[src/rtl/branch_lut_pkg.sv]
// Shared definitions for the branch LUT loader: default widths, loader FSM
// states and frame field helpers.
package branch_lut_pkg;

    localparam int IDX_W_DEF  = 8;
    localparam int ADDR_W_DEF = 9;

    // The LO byte supplies the low 8 bits of the target; HI supplies the rest.
    localparam int LO_BITS = 8;

    typedef enum logic [2:0] {
        S_IDLE,
        S_COUNT,
        S_IDX,
        S_HI,
        S_LO,
        S_CSUM,
        S_DONE,
        S_ERR
    } loader_state_t;

    // HI-byte bits that have no place in an addr_w-bit target and must be zero.
    function automatic logic [7:0] hi_mask(input int addr_w);
        return 8'hFF << (addr_w - LO_BITS);
    endfunction

endpackage

[src/rtl/lut_frame_csum.sv]
// XOR accumulator over frame bytes; compares the running value against the
// trailing checksum byte.
module lut_frame_csum (
    input  logic       clk,
    input  logic       reset_n,
    input  logic       clr,
    input  logic       en,
    input  logic [7:0] din,
    output logic       match
);

    logic [7:0] acc;

    // NOTE: state registers use non-blocking assignments so every flop
    // samples the pre-edge value of its inputs.
    always_ff @(posedge clk) begin
        if (!reset_n || clr) begin
            acc <= '0;
        end else if (en) begin
            acc <= acc ^ din;
        end
    end

    assign match = (acc == din);

endmodule

[src/rtl/branch_lut_loader.sv]
// Parses a COUNT / (IDX,HI,LO)* / CSUM byte stream and issues one branch LUT
// write per entry, flagging done or err when the frame ends.
module branch_lut_loader
    import branch_lut_pkg::*;
#(
    parameter int IDX_W  = IDX_W_DEF,
    parameter int ADDR_W = ADDR_W_DEF
) (
    input  logic              clk,
    input  logic              reset_n,
    input  logic              start,
    input  logic [7:0]        in_data,
    input  logic              in_valid,
    output logic              in_ready,
    output logic              wr_en,
    output logic [IDX_W-1:0]  wr_index,
    output logic [ADDR_W-1:0] wr_data,
    output logic              busy,
    output logic              done,
    output logic              err,
    output logic [IDX_W:0]    entries
);

    localparam int             HI_W       = ADDR_W - LO_BITS;
    localparam logic [7:0]     HI_ILLEGAL = hi_mask(ADDR_W);
    localparam logic [IDX_W:0] ONE        = (IDX_W+1)'(1);
    localparam logic [IDX_W:0] FULL_LOAD  = (IDX_W+1)'(256);

    loader_state_t   state, state_next;
    logic [IDX_W:0]  remaining;
    logic [IDX_W-1:0] idx_q;
    logic [HI_W-1:0] hi_q;
    logic            accept;
    logic            start_ok;
    logic            csum_match;

    // Ready is a pure function of state so it never depends on in_valid.
    assign busy     = (state inside {S_COUNT, S_IDX, S_HI, S_LO, S_CSUM});
    assign in_ready = busy;
    assign accept   = in_valid && in_ready;
    assign start_ok = start && !busy;
    assign done     = (state == S_DONE);
    assign err      = (state == S_ERR);

    lut_frame_csum u_csum (
        .clk     (clk),
        .reset_n (reset_n),
        .clr     (start_ok),
        .en      (accept && (state != S_CSUM)),
        .din     (in_data),
        .match   (csum_match)
    );

    always_ff @(posedge clk) begin
        if (!reset_n) begin
            state <= S_IDLE;
        end else begin
            state <= state_next;
        end
    end

    // NOTE: next-state gets its default first so no path through the case
    // leaves it unassigned and infers a latch.
    always_comb begin
        state_next = state;
        case (state)
            S_IDLE, S_DONE, S_ERR: if (start) state_next = S_COUNT;
            S_COUNT: if (accept) state_next = S_IDX;
            S_IDX:   if (accept) state_next = S_HI;
            S_HI:    if (accept) state_next = ((in_data & HI_ILLEGAL) != 8'h00) ? S_ERR : S_LO;
            S_LO:    if (accept) state_next = (remaining == ONE) ? S_CSUM : S_IDX;
            S_CSUM:  if (accept) state_next = csum_match ? S_DONE : S_ERR;
            default: state_next = S_IDLE;
        endcase
    end

    always_ff @(posedge clk) begin
        if (!reset_n) begin
            wr_en     <= 1'b0;
            wr_index  <= '0;
            wr_data   <= '0;
            entries   <= '0;
            remaining <= '0;
            idx_q     <= '0;
            hi_q      <= '0;
        end else begin
            wr_en <= 1'b0;
            if (start_ok) begin
                entries   <= '0;
                remaining <= '0;
            end
            if (accept) begin
                case (state)
                    // A zero count means a full 256-entry table.
                    S_COUNT: remaining <= (in_data == 8'h00) ? FULL_LOAD : (IDX_W+1)'(in_data);
                    S_IDX:   idx_q <= IDX_W'(in_data);
                    S_HI:    hi_q  <= in_data[HI_W-1:0];
                    S_LO: begin
                        wr_en     <= 1'b1;
                        wr_index  <= idx_q;
                        wr_data   <= {hi_q, in_data};
                        entries   <= entries + ONE;
                        remaining <= remaining - ONE;
                    end
                    default: ;
                endcase
            end
        end
    end

endmodule

[config.mk]
export PLATFORM = sky130hd
export DESIGN_NAME = branch_lut_loader
export DESIGN_NICKNAME = d
export VERILOG_FILES = /design/src/rtl/branch_lut_pkg.sv /design/src/rtl/lut_frame_csum.sv /design/src/rtl/branch_lut_loader.sv
export SDC_FILE = /design/constraint.sdc
export NUM_CORES = 1
export LEC_CHECK = 0
export ABC_AREA = 1
export CORE_MARGIN = 2
export CORE_UTILIZATION = 57
export DETAILED_ROUTE_END_ITERATION = 16
export GPL_ROUTABILITY_DRIVEN = 0
export HOLD_SLACK_MARGIN = 0.06
export PLACE_DENSITY = 0.85
export SLEW_MARGIN = 10
export SYNTH_ARGS = -nofsm -noshare
export SYNTH_HDL_FRONTEND = slang
export SYNTH_SLANG_ARGS = --single-unit
[constraint.sdc]
create_clock -name clk -period 2.4 [get_ports clk]
set_input_delay 0.24 -clock clk [delete_from_list [all_inputs] [get_ports clk]]
set_output_delay 0.24 -clock clk [all_outputs]
set_load 0.02 [all_outputs]
---- Yosys cells after proc, flatten, opt, wreduce, memory -nomap -nowiden ----
Index checks and enable logic that the tools add are counted.
operators by class
  div/mod/pow operators ................... 0
  $lt $le $gt $ge ......................... 0
  reduce and logical (&&, ||, !) cells .... 16
  add/subtract/negate cells ............... 2
  shift operators ......................... 0
  muxes and demuxes ....................... 18
  multipliers ............................. 0
  equal/unequal tests ..................... 16
  bitwise logic cells ..................... 1
operators with widths
  kind                                                                 count
  9-bit two-way mux                                                    6
  3-bit two-way mux                                                    7
  3-bit one-hot mux with 6 select lines                                1
  9-bit one-hot mux with 2 select lines                                1
  3-bit == test (second input constant)                                4
  2-bit != test (second input constant)                                6
  9-bit by 1-bit adder with 9-bit output (second input constant)       1
  9-bit by 1-bit == test with 1-bit output (second input constant)     1
  9-bit by 1-bit subtractor with 9-bit output (second input constant)  1
  8-bit == test                                                        1
  8-bit zero test                                                      1
  2-bit AND reduction                                                  4
  8-bit nonzero test                                                   1
  8-bit bitwise XOR                                                    1
  3-bit by 2-bit == test with 1-bit output (second input constant)     2
  6-bit AND reduction                                                  1
  5-bit nonzero test                                                   1
  3-bit by 1-bit == test with 1-bit output (second input constant)     1
  1-bit logical AND                                                    3
  3-bit zero test                                                      1
  3-bit != test (second input constant)                                1
  3-bit OR reduction                                                   1
  1-bit zero test                                                      2
  1-bit two-way mux                                                    2
  other kinds (2)                                                      2
storage, ports and cells
  RAM bits ................................ 0
  output and inout port bits .............. 31
  input bits .............................. 12
  memories kept ........................... 0
  ROM bits ................................ 0
  bits in latches ......................... 0
  word-level logic and storage cells ...... 62
  register bits after elaboration ......... 56

---- Depth between registers and ports, before layout ----
  depth in word-level cells ............... 7
  gate-level depth with buffers ........... 10
  gate-level depth less buffers ........... 10

---- Cells and area by module ----
A second synthesis with hierarchy kept.
second synthesis, totals
  cells, all modules ...................... 414
  area total of the unflattened synthesis .. 2812.7 sq um
by module, submodules not included
  module             area each (sq um)  sequential area each (sq um)  cells an instance  instances
  branch_lut_loader  2343.5             960.9                         331                1
  lut_frame_csum     469.2              160.2                         83                 1

---- Least setup slack after synthesis ----
No wires, ideal clock.
  kind .................................... flip-flop to flip-flop
  from .................................... reg entries[0]
  to ...................................... reg entries[8]
  setup slack ............................. 0.990 ns
  period minus slack after synthesis ...... 1.410 ns
  required time ........................... 2.281 ns
  path buffers ............................ 0
  library setup time ...................... 0.119 ns
  data arrival time ....................... 1.291 ns
  stages on the path, launching flop included .. 7
  cells stage by stage .................... dfxtp_1 > ha_1 > nand3_1 > nor2_1 > nand3_1 > o31ai_1 > nor2_1
on the way
  word-level cells in the longest chain between the ends .. 3
ends and longest elaborated chain
  element                                 line                      source
  start: declaration                      branch_lut_loader.sv:21   output logic [IDX_W:0] entries
  start signal: assignment                branch_lut_loader.sv:102  entries <= entries + ONE;
  9-bit by 1-bit adder with 9-bit output  branch_lut_loader.sv:102
  9-bit two-way mux                       branch_lut_loader.sv:93   case (state)
  9-bit two-way mux                       branch_lut_loader.sv:92   if (accept) begin
No other way between the ends.
A chain may end at the register's enable or synchronous reset.

---- Worst setup path after layout ----
  from .................................... reg state[0]
  to ...................................... out err
on the way
  word-level cells in the longest chain between the ends .. 1
ends and longest elaborated chain
  element                   line                     source
  start: declaration        branch_lut_loader.sv:29  loader_state_t state, state_next;
  start signal: assignment  branch_lut_loader.sv:58  state <= state_next;
  3-bit == test             branch_lut_loader.sv:43  assign err = (state == S_ERR);
  end: declaration          branch_lut_loader.sv:20  output logic err,
No other way between the ends.

==> out/summary.txt <==
Outcome -> finished, final reports clean
Largest family of logic cells by synthesized area -> simple AND/OR/NAND/NOR gates
Syn Inst Count -> 383
R2R Path End -> entries[7]$_SDFF_PN0_
R2R Setup Slk -> 500 ps
Worst-Margin Slew -> 462 ps
Busiest grt layer -> met2
CP Max Fanout -> 8
Leak -> 1.25 nW
Setup_tns -> 0 ps
CP startpoint kind -> flop
Post-synthesis register bit count -> 56
Post-CTS Repair Setup Buffers -> 0
Root Buffer -> clkbuf_8
Post-synth EDFFs -> 0
Top cell type's share of synthesized area -> 40.8%
Final hold slack -> 469 ps
DR pass1 iterations -> 5
# hold bufs at CTS -> 0
Non-filler cells, final -> 476
Initial DRC Count -> 181
Distinct cells, synth -> 34
Post-DP Area -> 3160 sq um
Post-route ant nets -> 0
Setup crit end -> err
Largest area contributor in the netlist -> dfxtp_1
Most numerous cell in the Yosys netlist -> nand2_1
Peak Freq -> 475 MHz
RSZ-0062 raised after global routing -> false
Layout Nets -> 436
Worst skew pair latency -> 310 ps
Layout area overhead -> 18.5%
Simple-gate share of the synthesized area -> 30.3%
Tot GR Track Use -> 25.4%
Xor/xnor share of the synthesized area -> 3.19%
Largest net degree at the start of global routing -> 28
Antenna violations before repair -> 0
Grt total ovfl -> 0
Synth area leaders -> dfxtp_1 (41%), nand2_1 (14%), a21oi_1 (8.4%), nor2_1 (5.2%), nand3_1 (4.9%)
Port buffer count -> 42
Clock Tree Buf Depth -> 2
Vias in the first global route -> 2339
Primary FF master, synth -> dfxtp_1
Yosys warns -> 0
# setup viols final -> 0
Combinational share of power -> 14.6%
Core ar. -> 4690 sq um
Post-DP HPWL -> 4530 um
CTS tree -> yes
Pint -> 1.28 mW
IO Pins -> 43
Post-Synth Adder-Cell Area -> 1.37%
Die X -> 73.4 um
Worst VDD drop -> 482 uV
Final WL -> 6390 um
Final-report hold violation count -> 0
Synth top cells by count -> nand2_1 (100), dfxtp_1 (56), a21oi_1 (46)
Sequential share of power -> 54.6%
Synthesized cell area -> 2750 sq um
Psw -> 0.495 mW
Crit Reg-Reg Startpoint -> state[2]$_SDFFE_PN0P_
Slew HR -> 69.1%
Slew Limit Fails -> 0
Final core utilization -> 69.4%
Critical path endpoint category -> output pin
Arr. time, crit path -> 1870 ps
R2R cell count -> 7
DR WL/cell -> 13.4 um
Critical Path RT -> 2160 ps
CTS sink count -> 56
Synth Area in Compound Gates -> 15.3%
Resize count post-CTS -> 0
Setup CP Type -> reg -> out
Pwr Total -> 1.77 mW
Share of cells above drive strength 1 -> 7.58%
Switching part of the total -> 28.0%
Setup ws final -> 295 ps
Max-Cap Viols -> 0
Starting Density -> 58.6%
Synthesized area per cell -> 7.17 sq um
Met2 usage in global routing -> 41.9%
Mapped Nets -> 398
HP Class -> reg -> reg
Die area -> 5390 sq um
Min Tclk post-route -> 2110 ps
Power Density -> 544 nW/um^2
Power share of the clock group -> 30.8%
Fin crit share -> 87.7%
Critical Path Start -> state[0]$_SDFFE_PN0P_
Post-Route Skew -> 3.13 ps
Post-route cell area -> 3260 sq um
Die Span Y -> 73.4 um
Clk slew on worst S/H paths -> 100 ps
CTS Buf Count -> 5
Mux cell area share after synthesis -> 0%
Ys async rst share -> 0%
Routing usage on met3 -> 5.62%
Max H-tree Level -> 2
Register area share after synthesis -> 40.8%
Global-route wire length before repair -> 10700 um
Placed Cells -> 468
GR Util met1 -> 32.2%
Via Count -> 2594
Drt via density -> 5.45
Diodes inserted -> 0
# DRC -> 0
Place WS -> 476 ps
# rows -> 25
==> layout by cell type (no fill, tap or decap), types with 4 or more instances in the layout <==
cell and count:
a21oi_1 46, clkbuf_8 6, clkdlybuf4s50_1 42, dfxtp_1 56
inv_1 31, inv_2 6, nand2_1 100, nand2_4 4
nand3_1 27, nor2_1 38, nor3_1 5, o21ai_0 21
xnor2_1 9
==> sequential cells by signal, indices dropped and copies added (netlist names) <==
| signal | cells |
|---|---|
| entries | 9 |
| hi_q | 1 |
| idx_q | 8 |
| remaining | 9 |
| state | 3 |
| u_csum.acc | 8 |
| wr_data | 9 |
| wr_en | 1 |
| wr_index | 8 |
==> layout make-up <==
type	instances	area, sq um
fill	407	1440
tap	54	67.6
sequential	56	1120
clock inverter	2	13.8
inverter	39	150
timing repair buffer	45	443
clock buffer	6	82.6
multi-input combinational	274	1380
==> critical path: stages, from the launching register on <==
cell and delay [ps]:
dfxtp_1 620, inv_1 120, nor3_1 190, clkdlybuf4s50_1 620
==> cells by family (layout without fill, tap and decap cells) <==
group	after synthesis	count (layout)
buffers and inverters	53	92
AO/OA/AOI/OAI	77	77
AND/OR/NAND/NOR	184	184
adder cells (fa/ha/maj)	3	3
flip-flops	56	56
XOR/XNOR	10	10
==> metal layers <==
metal  vias to the layer above  wire length (um)  share of wire (%)
met5                         -                 0                  0
met4                         0                92                1.4
met3                        10               451                7.1
met2                        91              3090                 48
met1                      1179              2760                 43
li1                       1314                 -                  -
==> power by group through the flow <==
stage	Sequential [mW]	Clock, mW	Combinational (mW)
final	0.967	0.545	0.258
after global routing	0.970	0.589	0.283
after floorplan	0.977	0	0.192
after detailed placement	0.989	0	0.254
after global placement	0.988	0	0.251
after CTS	0.967	0.553	0.257
==> how the worst min path moves through the flow <==
stage | startpoint | end | slack, ps | cells past startpoint
detailed placement | idx_q[0]$_SDFFE_PN0P_ | wr_index[0]$_SDFFE_PN0P_ | 450 | 2
global route | wr_index[0]$_SDFFE_PN0P_ | wr_index[0]$_SDFFE_PN0P_ | 490 | 2
global placement | hi_q$_SDFFE_PN0P_ | wr_data[8]$_SDFFE_PN0P_ | 440 | 2
finish | hi_q$_SDFFE_PN0P_ | wr_data[8]$_SDFFE_PN0P_ | 470 | 2
floorplan | reset_n | entries[1]$_SDFF_PN0_ | 380 | 2
CTS | hi_q$_SDFFE_PN0P_ | wr_data[8]$_SDFFE_PN0P_ | 470 | 2
(Power assumes the default switching activity.)
